<file path="config.mk">
export PLATFORM = sky130hd
export DESIGN_NAME = seq_pattern_tx
export DESIGN_NICKNAME = d
export VERILOG_FILES = /design/src/rtl/seq_pkg.sv /design/src/rtl/seq_piso.sv /design/src/rtl/seq_pattern_tx.sv
export SDC_FILE = /design/constraint.sdc
export NUM_CORES = 1
export LEC_CHECK = 0
export CAP_MARGIN = 15
export CORE_MARGIN = 5
export CORE_UTILIZATION = 45
export DETAILED_ROUTE_END_ITERATION = 8
export MAX_ROUTING_LAYER = met4
export PLACE_DENSITY = 0.84
export SLEW_MARGIN = 20
export SYNTH_ARGS = -nofsm -noshare
export SYNTH_HDL_FRONTEND = slang
export SYNTH_HIERARCHICAL = 1
export SYNTH_SLANG_ARGS = --single-unit
export TNS_END_PERCENT = 5
</file>
<file path="constraint.sdc">
create_clock -name clk -period 2.1 [get_ports clk]
set_clock_uncertainty 0.05 [all_clocks]
set_input_delay 0.42 -clock clk [delete_from_list [all_inputs] [get_ports clk]]
set_output_delay 0.42 -clock clk [all_outputs]
set_load 0.1 [all_outputs]
</file>
<file path="src/rtl/seq_pkg.sv">
// Shared types and constants for the serial pattern transmitter and the
// sequence detector it feeds.
`timescale 1ns/1ps
package seq_pkg;

    // Transmitter FSM states
    typedef enum logic [1:0] {
        S_IDLE  = 2'd0,
        S_SHIFT = 2'd1,
        S_GAP   = 2'd2
    } state_t;

    // Patterns the downstream Moore detector watches for
    localparam logic [3:0] PAT_0100 = 4'b0100;
    localparam logic [3:0] PAT_1001 = 4'b1001;

    // Bit-counter width for a word of w bits; never narrower than one bit
    function automatic int cnt_width(input int w);
        return (w > 1) ? $clog2(w) : 1;
    endfunction

endpackage

</file>
<file path="src/rtl/seq_piso.sv">
// Parallel-in / serial-out shift register with a saturating bit counter.
// Load has priority over shift so a new word can be taken on the same edge
// that the previous word's last bit leaves.
`timescale 1ns/1ps
module seq_piso
    import seq_pkg::*;
#(
    parameter int WORD_W = 4,
    parameter int CNT_W  = cnt_width(WORD_W)
) (
    input  logic              clk,
    input  logic              reset_n,
    input  logic              i_load,
    input  logic              i_shift,
    input  logic [WORD_W-1:0] i_data,
    output logic              o_msb,
    output logic [CNT_W-1:0]  o_bit_cnt,
    output logic              o_last
);

    localparam logic [CNT_W-1:0] LAST_CNT = CNT_W'(WORD_W - 1);

    logic [WORD_W-1:0] r_shreg;
    logic [CNT_W-1:0]  r_bit_cnt;

    // Load a fresh word or shift the current one toward the MSB output
    always_ff @(posedge clk or negedge reset_n) begin
        if (!reset_n) begin
            r_shreg   <= '0;
            r_bit_cnt <= '0;
        end else if (i_load) begin
            r_shreg   <= i_data;
            r_bit_cnt <= '0;
        end else if (i_shift) begin
            r_shreg <= r_shreg << 1;
            if (r_bit_cnt != LAST_CNT) begin
                r_bit_cnt <= r_bit_cnt + CNT_W'(1);
            end else begin
                r_bit_cnt <= r_bit_cnt;
            end
        end else begin
            r_shreg   <= r_shreg;
            r_bit_cnt <= r_bit_cnt;
        end
    end

    assign o_msb     = r_shreg[WORD_W-1];
    assign o_bit_cnt = r_bit_cnt;
    assign o_last    = (r_bit_cnt == LAST_CNT);

endmodule

</file>
<file path="src/rtl/seq_pattern_tx.sv">
// Serial pattern transmitter: takes words over valid/ready, sends them
// MSB-first one bit per clock, then holds the line idle for a per-word gap.
// Outputs other than word_ready decode registered state only, so an async
// reset idles the line immediately.
`timescale 1ns/1ps
module seq_pattern_tx
    import seq_pkg::*;
#(
    parameter int   WORD_W   = 4,
    parameter int   GAP_W    = 4,
    parameter logic IDLE_BIT = 1'b0
) (
    input  logic              clk,
    input  logic              reset_n,
    input  logic [WORD_W-1:0] word_in,
    input  logic [GAP_W-1:0]  gap_len,
    input  logic              word_valid,
    output logic              word_ready,
    output logic              q_out,
    output logic              bit_valid,
    output logic              frame_start,
    output logic              frame_done,
    output logic              busy
);

    localparam int CNT_W = cnt_width(WORD_W);

    state_t             r_state;
    state_t             w_state_nxt;
    logic [GAP_W-1:0]   r_gap_q;
    logic [GAP_W-1:0]   r_gap_cnt;
    logic               w_accept;
    logic               w_ready;
    logic               w_shift;
    logic               w_msb;
    logic               w_last;
    logic [CNT_W-1:0]   w_bit_cnt;
    logic               w_gap_nz;
    logic               w_gap_end;

    assign w_accept  = word_valid & w_ready;
    assign w_shift   = (r_state == S_SHIFT);
    assign w_gap_nz  = (r_gap_q != '0);
    assign w_gap_end = (r_gap_cnt == GAP_W'(1));

    seq_piso #(
        .WORD_W (WORD_W),
        .CNT_W  (CNT_W)
    ) u_piso (
        .clk       (clk),
        .reset_n   (reset_n),
        .i_load    (w_accept),
        .i_shift   (w_shift),
        .i_data    (word_in),
        .o_msb     (w_msb),
        .o_bit_cnt (w_bit_cnt),
        .o_last    (w_last)
    );

    // Ready depends on state and counters only, never on word_valid
    always_comb begin
        w_ready = 1'b0;
        case (r_state)
            S_IDLE:  w_ready = 1'b1;
            S_SHIFT: w_ready = w_last & ~w_gap_nz;
            S_GAP:   w_ready = w_gap_end;
            default: w_ready = 1'b0;
        endcase
    end

    // Next-state selection; last bit or last gap cycle chains straight into a new word on accept
    always_comb begin
        w_state_nxt = r_state;
        case (r_state)
            S_IDLE: begin
                if (w_accept) begin
                    w_state_nxt = S_SHIFT;
                end else begin
                    w_state_nxt = S_IDLE;
                end
            end
            S_SHIFT: begin
                if (!w_last) begin
                    w_state_nxt = S_SHIFT;
                end else if (w_gap_nz) begin
                    w_state_nxt = S_GAP;
                end else if (w_accept) begin
                    w_state_nxt = S_SHIFT;
                end else begin
                    w_state_nxt = S_IDLE;
                end
            end
            S_GAP: begin
                if (!w_gap_end) begin
                    w_state_nxt = S_GAP;
                end else if (w_accept) begin
                    w_state_nxt = S_SHIFT;
                end else begin
                    w_state_nxt = S_IDLE;
                end
            end
            default: w_state_nxt = S_IDLE;
        endcase
    end

    // State register
    always_ff @(posedge clk or negedge reset_n) begin
        if (!reset_n) begin
            r_state <= S_IDLE;
        end else begin
            r_state <= w_state_nxt;
        end
    end

    // Capture the gap length of the word being accepted
    always_ff @(posedge clk or negedge reset_n) begin
        if (!reset_n) begin
            r_gap_q <= '0;
        end else if (w_accept) begin
            r_gap_q <= gap_len;
        end else begin
            r_gap_q <= r_gap_q;
        end
    end

    // Gap countdown: loaded on the last data bit, counts down while idling
    always_ff @(posedge clk or negedge reset_n) begin
        if (!reset_n) begin
            r_gap_cnt <= '0;
        end else if ((r_state == S_SHIFT) && w_last && w_gap_nz) begin
            r_gap_cnt <= r_gap_q;
        end else if ((r_state == S_GAP) && (r_gap_cnt != '0)) begin
            r_gap_cnt <= r_gap_cnt - GAP_W'(1);
        end else begin
            r_gap_cnt <= r_gap_cnt;
        end
    end

    // Moore output decode from the registered state
    always_comb begin
        q_out       = IDLE_BIT;
        bit_valid   = 1'b0;
        frame_start = 1'b0;
        frame_done  = 1'b0;
        busy        = 1'b0;
        case (r_state)
            S_IDLE: begin
                busy = 1'b0;
            end
            S_SHIFT: begin
                q_out       = w_msb;
                bit_valid   = 1'b1;
                frame_start = (w_bit_cnt == '0);
                frame_done  = w_last;
                busy        = 1'b1;
            end
            S_GAP: begin
                busy = 1'b1;
            end
            default: begin
                busy = 1'b0;
            end
        endcase
    end

    assign word_ready = w_ready;

endmodule

</file>
* After elaboration in Yosys (flattened, before gate mapping) *
Cells that the tools add are included.

storage, ports and cells
  logic and storage cells = 45
  bits in read-only memories = 0
  output and inout bits = 6
  memories = 0
  bits in latches = 0
  bits in registers = 16
  bits in writable memories = 0

cells by class
  divide/modulo/power cells = 0
  shifts and indexed selects = 0
  order comparisons = 0
  muxes and demuxes = 18
  equality and inequality tests = 5
  bitwise gates (word level) = 3
  reductions and logical operators = 12
  multiply operators = 0
  add/subtract/negate cells = 2

operators with widths
  operator             count
  $mux 4               4
  $mux 2               6
  $reduce_bool 4->1    2
  $mux 1               6
  $pmux 2 s3           1
  $reduce_bool 2->1    3
  $eq 2x2->1 const B   2
  $eq 4x1->1 const B   1
  $logic_not 2->1      2
  $sub 4x1->4 const B  1
  $logic_and 1x1->1    3
  $pmux 1 s3           1
  $add 2x1->2 const B  1
  $and 1x1->1          2
  $eq 2x1->1 const B   1
  $ne 2x2->1 const B   1
  $reduce_and 2->1     1
  $reduce_or 2->1      1
  $not 1->1            1

* Logic depth before layout (Yosys ltp) *
Gate-level depths: netlist of run 1.

  word-level depth = 9
  gate-level depth with buffers = 9
  depth with buffers taken out = 8

* Modules after synthesis *
The synthesis of run 1 kept the hierarchy.

modules (own cells, without submodules)
  module          area each (µm²)  cells each  seq. area each (µm²)  times used
  seq_pattern_tx  649.4            68          250.2                 1
  seq_piso        294.0            26          150.1                 1

* Worst setup path before layout of run 1 *
OpenSTA, ideal clock, no wires.

  path type = reg2out
  from = register r_state[1]
  to = output word_ready
  data required time = 1630 ps
  data arrival time = 3941 ps
  path slack = -2311 ps
  stages on the path, launching flop included = 7
  cell sequence = dfrtp_1 -> inv_1 -> ha_1 -> nand2_1 -> inv_1 -> a211oi_1 -> nor2_1

between the ends
  cells in the longest elaborated chain, start to end = 2
  elaborated cells between the ends (all ways) = 4

ends and longest elaborated chain
  what                                      line                   RTL
  from (decl)                               seq_pattern_tx.sv:28   state_t r_state;
  from (signal assigned)                    seq_pattern_tx.sv:111  r_state <= w_state_nxt;
  $eq 2x2->1, or another cell as far along  seq_pattern_tx.sv:63   case (r_state)
  $pmux 1 s3 (*)                            seq_pattern_tx.sv:63
  to (decl)                                 seq_pattern_tx.sv:18   output logic word_ready,

Every way passes the cells marked *; elsewhere a longest branch is shown, timed or not.

* Worst setup path in the final report of run 1 *
  from = register r_state[0]
  to = output word_ready

The elaborated chain is that of the path after synthesis.

==> flow_summary.json, run 1 <==
{
  "status": "finished with violations",
  "violations": "setup timing",
  "path_max_fanout": 3,
  "cap_violations": 0,
  "crit_family": "flip-flops",
  "grt_pass1_vias": 962,
  "synthAdderAreaFrac_pct": 9.28,
  "drt_wl_total_um": 2580,
  "synth.largest_area_cell": "dfrtp_1",
  "netlist_area_um2": 943,
  "crit_type": "flop to primary output",
  "crit_required_ns": 1.63,
  "synth_top_family_by_area": "simple AND/OR/NAND/NOR gates",
  "fin_nets": 147,
  "nFillCells": 125,
  "critPathLaunchType": "flop",
  "clock_latency_ns": 0.30,
  "synthSimpleGateAreaFrac_pct": 19.2,
  "dp_hpwl_um": 1770,
  "vias": 870,
  "clockBufferDepth": 2,
  "syn-num-nets": 112,
  "post_layout_nonfiller_instances": 155,
  "start_util_pct": 47.6,
  "wl_per_cell_um": 16.7,
  "grt_usage_pct": 17.6,
  "antenna_left": 0,
  "worstPathArrival_ns": 1.68,
  "h-tree-depth": 1,
  "rsz0062_at_grt": "true",
  "dp.cells": 142,
  "numPortBuffers": 16,
  "avgSynthCellArea_um2": 10.0,
  "drtPass1Iterations": 4,
  "gp_congestion": 0.833,
  "tightest_slew_ns": 0.522,
  "synth_warnings": 6,
  "coreArea_um2": 1980,
  "area_delta_synth_final_pct": 50.4,
  "holdBufCountCts": 0,
  "cts_root_buf": "clkbuf_4",
  "slew_headroom_pct": 65.1,
  "hold_viol": 0,
  "cts_tree": "built",
  "drt_iter0_markers": 19,
  "synthXorXnorAreaFrac_pct": 0.928,
  "cp_slowest_stage_delay_ns": 0.44,
  "drc": 0,
  "min_period_ns": 2.15,
  "crit_buf_inv": 2,
  "whs_ns": 0.374,
  "cts.sinks": 16,
  "diodes": 0,
  "finalSetupViolations": 1,
  "max_freq_ghz": 0.466,
  "numCtsBuffers": 3,
  "crit_path_end_kind": "primary output",
  "dp_slack_ns": 0.163,
  "hold_class": "input port to asynchronous set/reset pin",
  "cts.clk_slew.worst_paths_ns": 0.11,
  "fp.dieW_um": 55.8,
  "placementRows": 16,
  "design_area_um2": 1420,
  "drive_gt1_share_pct": 36.7,
  "ys_seq_area_share_pct": 42.4,
  "grt_max_degree": 17,
  "antenna_found_initial": 0,
  "drv_slew": 0,
  "fp.dieArea_um2": 3110,
  "die_y_um": 55.8,
  "finalWorstSetupSlack_ns": -0.0465,
  "synthMuxAreaShare_pct": 4.24,
  "syn_inst": 94,
  "synth_top_area_share_pct": 42.4,
  "grt-ovfl-total": 0,
  "grt_pass1_wl_um": 4260,
  "synth-compound-area-share_pct": 18.2,
  "synth.area.top_cells": "dfrtp_1 42%, ha_1 9.3%, mux2i_1 4.2%",
  "crit_chain": "inv_2 -> ha_4 -> and4bb_2 -> a211oi_4 -> nor2_4 -> buf_12",
  "placedInstanceArea_um2": 1290,
  "ys_types": 37,
  "post-route-period-util_pct": 102,
  "via_per_inst": 5.61,
  "pin_count": 17,
  "critPathSlowestCell": "dfrtp_2",
  "yosys_register_bits": 16
}
[layout by cell type (no fill, tap or decap), types with 2 or more instances in the layout]
| cell type | instances |
|---|---|
| nor2_1 | 4 |
| inv_1 | 7 |
| mux2i_1 | 4 |
| o21ai_0 | 2 |
| nand2b_1 | 2 |
| o221a_2 | 2 |
| ha_1 | 3 |
| nand2_1 | 9 |
| o22ai_1 | 5 |
| buf_4 | 15 |
| clkdlybuf4s50_1 | 10 |
| clkbuf_4 | 3 |
| inv_2 | 2 |
| ha_2 | 2 |
| a22o_1 | 2 |
| dfrtp_1 | 14 |
| ha_4 | 2 |
| buf_12 | 6 |
| dfrtp_2 | 2 |
[path summary, 6_finish.rpt]
kind	startpoint	to	slack, ns	cells past startpoint
setup / recovery	r_state[0]	word_ready	-0.05	6
hold / removal	reset_n	r_gap_q[1]	0.37	2
setup reg to reg	r_gap_cnt[0]	r_gap_cnt[0]	0.14	6
hold reg to reg	u_piso/r_shreg[0]	u_piso/r_shreg[0]	0.48	1
max in group asynchronous	reset_n	r_state[1]	1.40	2
min in group clk	u_piso/r_shreg[0]	u_piso/r_shreg[0]	0.48	1
[Yosys cell counts (all sizes together)]
cell and instances:
xnor2 1, nor3 1, or4b 1, o2111ai 1
a22o 2, o32a 1, nor3b 2, and2 1
o221a 2, nor2 6, nand2 10, and4bb 1
or3 1, o211ai 1, o21a 1, a21oi 2
o2bb2ai 1, ha 7, inv 10, nor4 1
nand4 1, dfrtp 16, or2 1, a211oi 2
buf 2, mux2i 4, nor2b 1, or3b 1
o21ai 3, a21o 1, nand2b 3, o22ai 5
a31oi 1
[what timing repair did]
item                       4_1_cts  5_1_grt
setup endpoints to repair        1       10
gates resized for setup          4        5
setup buffers                    8        1
pin swaps                        4        3
[through the flow]
stage | utilization, % | setup TNS [ns]
CTS | 70.6 | -0.0506
finish | 71.6 | -0.0465
global route | 71.6 | -0.155
global placement | 65.0 | 0
detailed placement | 65.0 | 0
floorplan | - | -1.64
[logic make-up (layout without fill, tap and decap cells)]
| kind of cell | count (synthesis) | after routing |
|---|---|---|
| AOI/OAI and AO/OA | 23 | 23 |
| buffers and inverters | 12 | 46 |
| adders and majority gates | 7 | 7 |
| muxes | 4 | 4 |
| and+or+nand+nor | 31 | 31 |
| DFF | 16 | 16 |
| xor gates and xnor gates | 1 | 1 |
[area by class of cell]
class | count | area (um^2) | area share, %
multi-input cells | 66 | 561 | 39.5
flip-flops and latches | 16 | 403 | 28.4
repair buffers | 32 | 344 | 24.3
inverters | 10 | 41.3 | 2.91
clock buffers | 4 | 36.3 | 2.56
well taps | 27 | 33.8 | 2.38
[flip-flops by register name, indices dropped and copies added, names as in the netlist]
signal	flops
r_gap_q	4
u_piso/r_shreg	4
r_state	2
u_piso/o_bit_cnt	2
r_gap_cnt	4
[layer usage]
layer  global-route usage, %  vias up  share of wire, %
met5                       -        -                 0
met4                    10.8        0               2.2
met3                    2.78        6               5.0
met2                    30.1       34                53
met1                    19.0      424                40
li1                        -      406                 -
Power of run 1 is not shown: default switching activity piles up to over one toggle a cycle in this logic, so the estimate is an artifact.
==> inputs of run 2 (changes only) <==
CTS_CLUSTER_SIZE = 10   (was default)
GPL_ROUTABILITY_DRIVEN = 0   (was default)
TNS_END_PERCENT = 20   (was 5)
==> flow_summary.json, run 2 (synthesis gave the netlist of run 1 again) <==
{
  "status": "finished with violations",
  "violations": "setup timing",
  "dp_hpwl_um": 1730,
  "tightest_slew_ns": 0.484,
  "rrSetupSlack_ns": 0.16,
  "tns_ns": -0.0394,
  "fp.dieW_um": 55.8,
  "holdBufCountCts": 0,
  "hold_viol": 0,
  "worstReg2RegStart": "r_state[0]",
  "finalSetupViolations": 1,
  "layout_commonest_cell": "dfrtp_1",
  "crit_chain": "inv_1 -> ha_1 -> and4bb_2 -> a211oi_4 -> nor2_4 -> buf_12",
  "die_y_um": 55.8,
  "finalWorstSetupSlack_ns": -0.0394,
  "max_freq_ghz": 0.467,
  "area_delta_synth_final_pct": 48.0,
  "start_util_pct": 47.6,
  "drv_slew": 0,
  "grt_pass1_vias": 877,
  "diodes": 0,
  "reg2reg_to": "u_piso/r_shreg[0]",
  "multi_input_area_um2": 557,
  "path_max_fanout": 3,
  "wl_per_cell_um": 15.8,
  "drt_iter0_markers": 21,
  "cp_slowest_stage_delay_ns": 0.38,
  "largestRegisters": "r_gap_cnt (4), r_gap_q (4), u_piso/r_shreg (4)",
  "rsz0062_at_grt": "true",
  "grt_usage_pct": 16.9,
  "crit_path_end_kind": "primary output",
  "coreArea_um2": 1980,
  "fin_nets": 146,
  "min_period_ns": 2.14,
  "slew_headroom_pct": 67.6,
  "crit_required_ns": 1.63,
  "critPathLaunchType": "flop",
  "seq_area_um2": 402,
  "cp-endpoint": "word_ready",
  "drive_gt1_share_pct": 34.1,
  "post-route-period-util_pct": 102,
  "pin_count": 17,
  "grt-ovfl-total": 0,
  "vias": 839,
  "cts.clk_slew.worst_paths_ns": 0.09,
  "cap_violations": 0,
  "drt_wl_total_um": 2420,
  "layout_common_cells": "15 x dfrtp_1, 14 x buf_4, 10 x clkdlybuf4s50_1",
  "h-tree-depth": 1,
  "hold_class": "input port to asynchronous set/reset pin",
  "numCtsBuffers": 3,
  "worstPathArrival_ns": 1.67,
  "placementRows": 16,
  "via_per_inst": 5.48,
  "startpoint": "r_gap_cnt[1]",
  "grt_max_degree": 17,
  "antenna_found_initial": 0,
  "clock_latency_ns": 0.28,
  "cts_tree": "built",
  "nFillCells": 136,
  "antenna_left": 0,
  "critPathSlowestCell": "dfrtp_1",
  "crit_type": "flop to primary output",
  "drtPass1Iterations": 4,
  "grt_pass1_wl_um": 4120,
  "drc": 0,
  "r2r_cells": 8,
  "cts_root_buf": "clkbuf_4",
  "clockBufferDepth": 2,
  "cts.sinks": 16,
  "numPortBuffers": 16,
  "fp.dieArea_um2": 3110
}
[run 2: cell types whose count changed in the layout (fill, tap and decap cells not counted), sizes merged]
cell / delta
buf: -1
clkbuf: -1
[run 2: how the worst min path moves through the flow]
stage                                  from                end  slack (ns)  cells past startpoint
final                               reset_n       r_gap_cnt[2]        0.41                      2
after global routing                reset_n       r_gap_cnt[1]        0.43                      2
after CTS                           reset_n         r_gap_q[1]        0.41                      2
after detailed placement  u_piso/r_shreg[0]  u_piso/r_shreg[0]        0.44                      1
after global placement    u_piso/r_shreg[0]  u_piso/r_shreg[0]        0.43                      1
after floorplan                     reset_n       r_gap_cnt[0]        0.07                      0
[run 2: timing repair]
item	CTS	global route
setup endpoints to repair	1	8
pin swaps	3	0
cloned	0	0
resized for setup	3	5
setup buffers	8	0
[run 2: routing by layer]
layer | track usage, % | vias up | part of all wire [%] | wire length (um)
met5 | - | - | 0 | 0
met4 | 6.25 | 0 | 1.5 | 37
met3 | 2.32 | 4 | 3.7 | 89
li1 | - | 403 | - | -
met2 | 27.4 | 26 | 51 | 1240
met1 | 21.3 | 406 | 44 | 1050
[run 2: area by class of cell]
type / instances / share of cell area, %
clock buffers: 3 / 1.61
inverters: 10 / 2.96
flip-flops and latches: 16 / 28.8
repair buffers: 31 / 24.4
multi-input cells: 66 / 39.9
well taps: 27 / 2.42
[run 2: through the flow]
stage          hold WS, ns  instances  setup slack, ns  util, %  area (um^2)
2_1_floorplan       0.0744         94           -0.388        -          998
3_3_place_gp         0.430        142            0.204     65.0         1290
3_5_place_dp         0.435        142            0.138     65.0         1290
4_1_cts              0.413        153          -0.0501     69.4         1380
5_1_grt              0.433        153          -0.0980     70.5         1400
6_report             0.410        153          -0.0394     70.5         1400
[run 2: worst max-delay path: cells and delay by family (launching register included)]
kind | cells | cell delay [ns]
AO/OA/AOI/OAI | 1 | 0.25
adder cells (fa/ha/maj) | 1 | 0.19
buffers and inverters | 2 | 0.24
flip-flops | 1 | 0.38
AND/OR/NAND/NOR | 2 | 0.33
Power of run 2 is left out for the same reason.
